### src/rtl/mult_pkg.sv
`default_nettype none
// ============================================================================
// Module      : mult_pkg
// Description : Shared widths, Q4.12 constants and datapath types for the
//               bit-serial synapse multiplier.
// Revision    : 1.0 - initial release
// ============================================================================
package mult_pkg;

    localparam int WIDTH_DEF = 16;
    localparam int FRAC_DEF  = 12;

    // Q4.12 reference values
    localparam logic [WIDTH_DEF-1:0] Q_ONE = 16'h1000;
    localparam logic [WIDTH_DEF-1:0] Q_MAX = 16'h7FFF;
    localparam logic [WIDTH_DEF-1:0] Q_MIN = 16'h8000;

    typedef logic signed [WIDTH_DEF-1:0]   q_t;
    typedef logic signed [2*WIDTH_DEF-1:0] acc_t;

endpackage : mult_pkg
`default_nettype wire

### src/rtl/mult_qsat.sv
`default_nettype none
// ============================================================================
// Module      : mult_qsat
// Description : Extracts the fixed-point result window from the double-width
//               accumulator (floor rounding). When MULT_SAT_EN is defined,
//               out-of-range results clamp to the most positive / most
//               negative code; otherwise the high bits simply wrap.
// Revision    : 1.0 - initial release
// ============================================================================
module mult_qsat
    import mult_pkg::*;
#(
    parameter int WIDTH = WIDTH_DEF,
    parameter int FRAC  = FRAC_DEF
) (
    input  logic signed [2*WIDTH-1:0] acc,
    output logic signed [WIDTH-1:0]   q
);

    // Dropping the low FRAC bits of a two's-complement value is a floor.
    logic [WIDTH-1:0] w_trunc;
    assign w_trunc = acc[FRAC+WIDTH-1:FRAC];

`ifdef MULT_SAT_EN
    // Bits above the window plus the window's sign bit must all agree for
    // the value to be representable.
    logic [2*WIDTH-1-(FRAC+WIDTH-1):0] w_hi;
    logic                              w_ovf;
    logic                              w_unused;

    assign w_hi     = acc[2*WIDTH-1:FRAC+WIDTH-1];
    assign w_ovf    = !((&w_hi) || !(|w_hi));
    assign w_unused = ^acc[FRAC-1:0];

    // Clamp toward the sign of the true result on overflow.
    always_comb begin
        q = w_trunc;
        if (w_ovf) begin
            q = acc[2*WIDTH-1] ? {1'b1, {(WIDTH-1){1'b0}}}
                               : {1'b0, {(WIDTH-1){1'b1}}};
        end
    end
`else
    logic w_unused;
    assign w_unused = ^{acc[2*WIDTH-1:FRAC+WIDTH], acc[FRAC-1:0]};
    assign q        = w_trunc;
`endif

endmodule : mult_qsat
`default_nettype wire

### src/rtl/bit_serial_mult.sv
`default_nettype none
// ============================================================================
// Module      : bit_serial_mult
// Description : Bit-serial signed fixed-point multiplier. A parallel neuron
//               operand is multiplied by a weight streamed LSB first, one bit
//               per enabled clock; the product is registered after WIDTH
//               enabled edges. Optional macro MULT_SAT_EN selects saturating
//               result extraction instead of wrap-around.
// Revision    : 1.0 - initial release
// ============================================================================
module bit_serial_mult
    import mult_pkg::*;
#(
    parameter int WIDTH = WIDTH_DEF,
    parameter int FRAC  = FRAC_DEF
) (
    input  logic                    clk,
    input  logic                    reset,
    input  logic signed [WIDTH-1:0] input_neuron,
    input  logic                    Weight_bit,
    input  logic                    enable,
    output logic signed [WIDTH-1:0] out
);

    localparam int                CNT_W    = $clog2(WIDTH);
    localparam logic [CNT_W-1:0]  LAST_BIT = CNT_W'(WIDTH - 1);

    logic [CNT_W-1:0]          r_cnt;
    logic signed [WIDTH-1:0]   r_operand;
    logic signed [2*WIDTH-1:0] r_acc;
    logic signed [WIDTH-1:0]   r_out;

    logic                      w_first;
    logic                      w_last;
    logic signed [WIDTH-1:0]   w_operand;
    logic signed [2*WIDTH-1:0] w_base;
    logic signed [2*WIDTH-1:0] w_term;
    logic signed [2*WIDTH-1:0] w_acc_next;
    logic signed [WIDTH-1:0]   w_q;

    assign w_first   = (r_cnt == '0);
    assign w_last    = (r_cnt == LAST_BIT);

    // Bit 0 uses the live input (it is being latched on this same edge) and
    // starts from a clean accumulator, so no idle cycle is needed between words.
    assign w_operand = w_first ? input_neuron : r_operand;
    assign w_base    = w_first ? '0 : r_acc;
    assign w_term    = {{WIDTH{w_operand[WIDTH-1]}}, w_operand} << r_cnt;

    // Partial-product step: the weight's MSB carries negative weight.
    always_comb begin
        w_acc_next = w_base;
        if (Weight_bit) begin
            w_acc_next = w_last ? (w_base - w_term) : (w_base + w_term);
        end
    end

    mult_qsat #(
        .WIDTH (WIDTH),
        .FRAC  (FRAC)
    ) u_qsat (
        .acc (w_acc_next),
        .q   (w_q)
    );

    // Datapath state advances only on enabled edges; result loads on the last bit.
    always_ff @(posedge clk or posedge reset) begin
        if (reset) begin
            r_cnt     <= '0;
            r_operand <= '0;
            r_acc     <= '0;
            r_out     <= '0;
        end else if (enable) begin
            r_acc <= w_acc_next;
            if (w_first) begin
                r_operand <= input_neuron;
            end
            if (w_last) begin
                r_out <= w_q;
                r_cnt <= '0;
            end else begin
                r_cnt <= r_cnt + CNT_W'(1);
            end
        end
    end

    assign out = r_out;

endmodule : bit_serial_mult
`default_nettype wire

### config.mk
export PLATFORM = sky130hd
export DESIGN_NAME = bit_serial_mult
export DESIGN_NICKNAME = d
export VERILOG_FILES = /design/src/rtl/mult_pkg.sv /design/src/rtl/mult_qsat.sv /design/src/rtl/bit_serial_mult.sv
export SDC_FILE = /design/constraint.sdc
export NUM_CORES = 1
export LEC_CHECK = 0
export CORE_MARGIN = 3
export CORE_UTILIZATION = 50
export CTS_CLUSTER_SIZE = 30
export DETAILED_ROUTE_END_ITERATION = 12
export GPL_ROUTABILITY_DRIVEN = 0
export MAX_ROUTING_LAYER = met4
export PLACE_DENSITY = 0.68
export SYNTH_ARGS = -nofsm -noshare
export SYNTH_HDL_FRONTEND = slang
export SYNTH_SLANG_ARGS = --single-unit
### constraint.sdc
create_clock -name clk -period 8.87 [get_ports clk]
set_input_delay 2.2175 -clock clk [delete_from_list [all_inputs] [get_ports clk]]
set_output_delay 2.2175 -clock clk [all_outputs]
set_load 0.02 [all_outputs]
==> run summary <==
The run finished with clean final reports. The residual antenna-violating net count after detailed routing is 0. Clock tree synthesis found a total of between 60 and 70 sinks. The clock-pin slew of the registers on the worst-case setup and hold paths is 0.05 ns. The number of antenna violations at the first check in global routing is 0.

The mean area per synthesized cell came out at 8.62 um2. For this run, global-route usage on met3 was measured as 0.0443. The area used by multi-input combinational logic is 4610 um2. The number of buffers added on ports came out at 35. The count of cells resized by post-cts repair is 0. Adding up every negative setup slack in the final design gives 0 ns. The post-synthesis cell type count is 81. The worst setup path is captured at a flip-flop. The number of core rows is 41.

The number of hold violations in the final report came out at 0. The number of global-route vias before repair came out at 5,591. Synthesis handed over a netlist of 755 instances.

In this run, synthesis inferred 0 flip-flops with an integrated enable. The placed wire-length estimate came out at 12,300 um. The maximum number of pins on one net before global-route repair came out at 65. The number of inserted diodes is 0. The number of warnings reported in the yosys synthesis log is 0.

The net count of the finished layout is 815. The insertion delay of the later-clocked pin in the worst-skew pair came out at 0.35 ns. The count of unresolved DRC violations after routing came out at 0. Of the post-synthesis cell area, the dominant cell type holds 0.246. The number of CTS-inserted buffers came out at 9. Of all nets on the critical path, the largest fanout is 51. The transition time at the pin with the least slew margin came out at 1.07 ns. For this run, the leading register cell type out of synthesis is dfrtp_1. The data arrival time of the critical path is approximately 7.6 ns.

The global-route total usage across every layer came out at 0.244. The mapped netlist covers approximately 6500 um2. The routed layout has 5,800 vias. The count of pins on the block boundary is 36. Setup repair after global routing left no endpoint under its margin. The fill cell instance count of the final layout is 1,144.

The average vias per placed instance is 6.16. In this run the post-CTS setup repair buffer count came out at 0. The category of the worst setup path launch point is a flip-flop. The total congestion overflow after global routing came out at 0.

The layer flagged by global routing as most heavily used is met2. The total of hold buffers inserted after clock tree synthesis is 0. The average wire per standard cell came out at 17.7 um.

The number of failing setup endpoints in the final timing report is 0. The total length of routed wires came out at 16,700 um. The min-delay analysis places its worst path in the category reg2reg. The number of synthesized register bits is 64. The time the worst path needs with I/O delays and setup came out at 7.31 ns. The share of final-layout standard cells stronger than drive strength 1 came out at 0.114. dfrtp_1 takes more of the synthesized area than any other cell. The core area came out at 12,700 um2. The die outline area is 14,400 um2. The clock tree synthesis step divided the H-tree into 3 levels.

The share of the cycle needed by the critical path after routing came out at 0.824. The first global-routing pass estimated 27,800 um of wire. The sequential-to-total area share from yosys stat is 0.246. Static timing analysis puts the maximum clock frequency at between 100 and 150 MHz. TritonCTS built the clock tree. In the post-synthesis netlist, the biggest area contributors are dfrtp_1 (25%), mux2i_1 (7.1%), mux4_2 (5.9%). The width of the chip came out at 120 um. In the global route stage, met2 resource usage came out at 0.384. The area overhead of the layout relative to synthesis came out at 11.7%. The y dimension of the die came out at 120 um. When the netlist entered floorplanning its net count stood at 806. The clock root buffer master is clkbuf_16. The max-capacitance violation count came out at 0.

The met1 demand-to-capacity share in global routing came out at 0.316. Across the routed clock network, the largest skew measured is 0.00643 ns. The worst max-slew margin expressed relative to the limit came out at 0.282. The worst setup path is of the reg2reg kind.

The number of buffers on the longest clock path is 2. The sequential cells in the finished layout cover a total of 1600 um2. The initial standard-cell utilization of the core came out at 0.513. The number of pins with negative max-slew slack in the final report is 0. The required arrival time at the worst endpoint is about 9 ns. The length of the first detailed-routing pass in iterations is 7. Counting flops with an async set or reset pin after synthesis yields a share of 1.00. The violation count after the first detailed-routing iteration is 481.
==> path summary, 6_finish.rpt <==
check	from	endpoint	slack [ns]	cells after the start
max in group asynchronous	reset	r_cnt[1]	5.87	3
min reg2reg	r_acc[10]	r_acc[10]	0.47	2
min in group asynchronous	reset	r_cnt[1]	2.44	3
max	r_cnt[1]	out[15]	1.56	24
min	r_acc[10]	r_acc[10]	0.47	2
max reg2reg	r_cnt[1]	out[15]	1.56	24
==> worst max-delay path: stages, from the launching register on <==
cell and delay, ns:
dfrtp_2 0.74, inv_1 0.44, ha_1 0.21, buf_4 0.21, nor3b_4 0.35, buf_4 0.61, mux2i_1 0.34, o2111a_1 0.31
a211o_1 0.31, nand3b_1 0.23, nor2_1 0.39, nand2_1 0.09, o21ai_0 0.21, xor2_1 0.17, ha_1 0.32, a21o_1 0.19
a21o_1 0.18, a221o_1 0.37, a31oi_1 0.20, o31ai_1 0.18, a211oi_1 0.26, nor3_1 0.09, xnor3_1 0.41, a21o_1 0.21
a31oi_1 0.14
==> layer usage <==
| metal | share of wire | vias up |
|---|---|---|
| met5 | 0 | - |
| met4 | 0.022 | 0 |
| met2 | 0.47 | 175 |
| li1 | - | 2797 |
| met1 | 0.45 | 2805 |
| met3 | 0.054 | 23 |
==> cell usage after synthesis (20+ instances only) <==
cell type and instances:
xor2_1 20, a21oi_1 61, mux2i_1 46, ha_1 30, nor2b_1 31, o21ai_0 55, nand2_1 83, clkbuf_1 23
dfrtp_1 64, mux2_2 25, xnor2_1 26, nor2_1 58
==> placed cells by master, fill, tap and decap left out, types with 5 or more instances in the layout <==
cell type and instances:
clkdlybuf4s50_1 35, nor3_1 10, o31ai_1 5, a21oi_1 61
a22oi_1 7, ha_1 30, mux2i_1 46, and2_1 8
nand2b_1 11, dfrtp_1 63, inv_1 12, xor2_1 20
mux2_2 25, xnor2_1 26, a21o_1 17, a31oi_1 9
and3_1 7, o21ai_0 54, mux4_2 17, clkbuf_16 9
nor2_1 58, nand2_1 83, nor2b_1 31, a311o_1 5
buf_4 8, nand3_1 12, a211oi_1 8
==> metrics by stage <==
step	area (um2)	worst slack (ns)	std cells	utilization	hold WS, ns
global route	7270	0.979	941	0.574	0.503
finish	7270	1.56	941	0.574	0.472
CTS	7270	1.65	941	0.574	0.480
global placement	6900	1.58	925	0.544	0.455
floorplan	6500	2.39	755	-	0.442
detailed placement	6900	1.40	925	0.544	0.467
==> final cells by class <==
class / count / area share
repair buffers: 43 / 0.0565
clock inverters: 7 / 0.0198
multi-input cells: 631 / 0.635
well taps: 172 / 0.0296
inverters: 15 / 0.00775
clock buffers: 9 / 0.0310
flip-flops and latches: 64 / 0.221
==> state kept, by name (all words and copies together), names as in the netlist <==
| register | count |
|---|---|
| r_cnt | 4 |
| r_operand | 16 |
| r_acc | 28 |
| out | 16 |
==> cell families after synthesis <==
logic type,share of synthesized area
mux,0.179
xor+xnor,0.0654
compound gates,0.219
flops,0.246
buf+inv,0.0462
simple gates,0.183
fa+ha+maj,0.0608
Power is left out: the tool's default activity adds up to more than one toggle a clock period on the data nets, which glitch-free logic cannot reach.
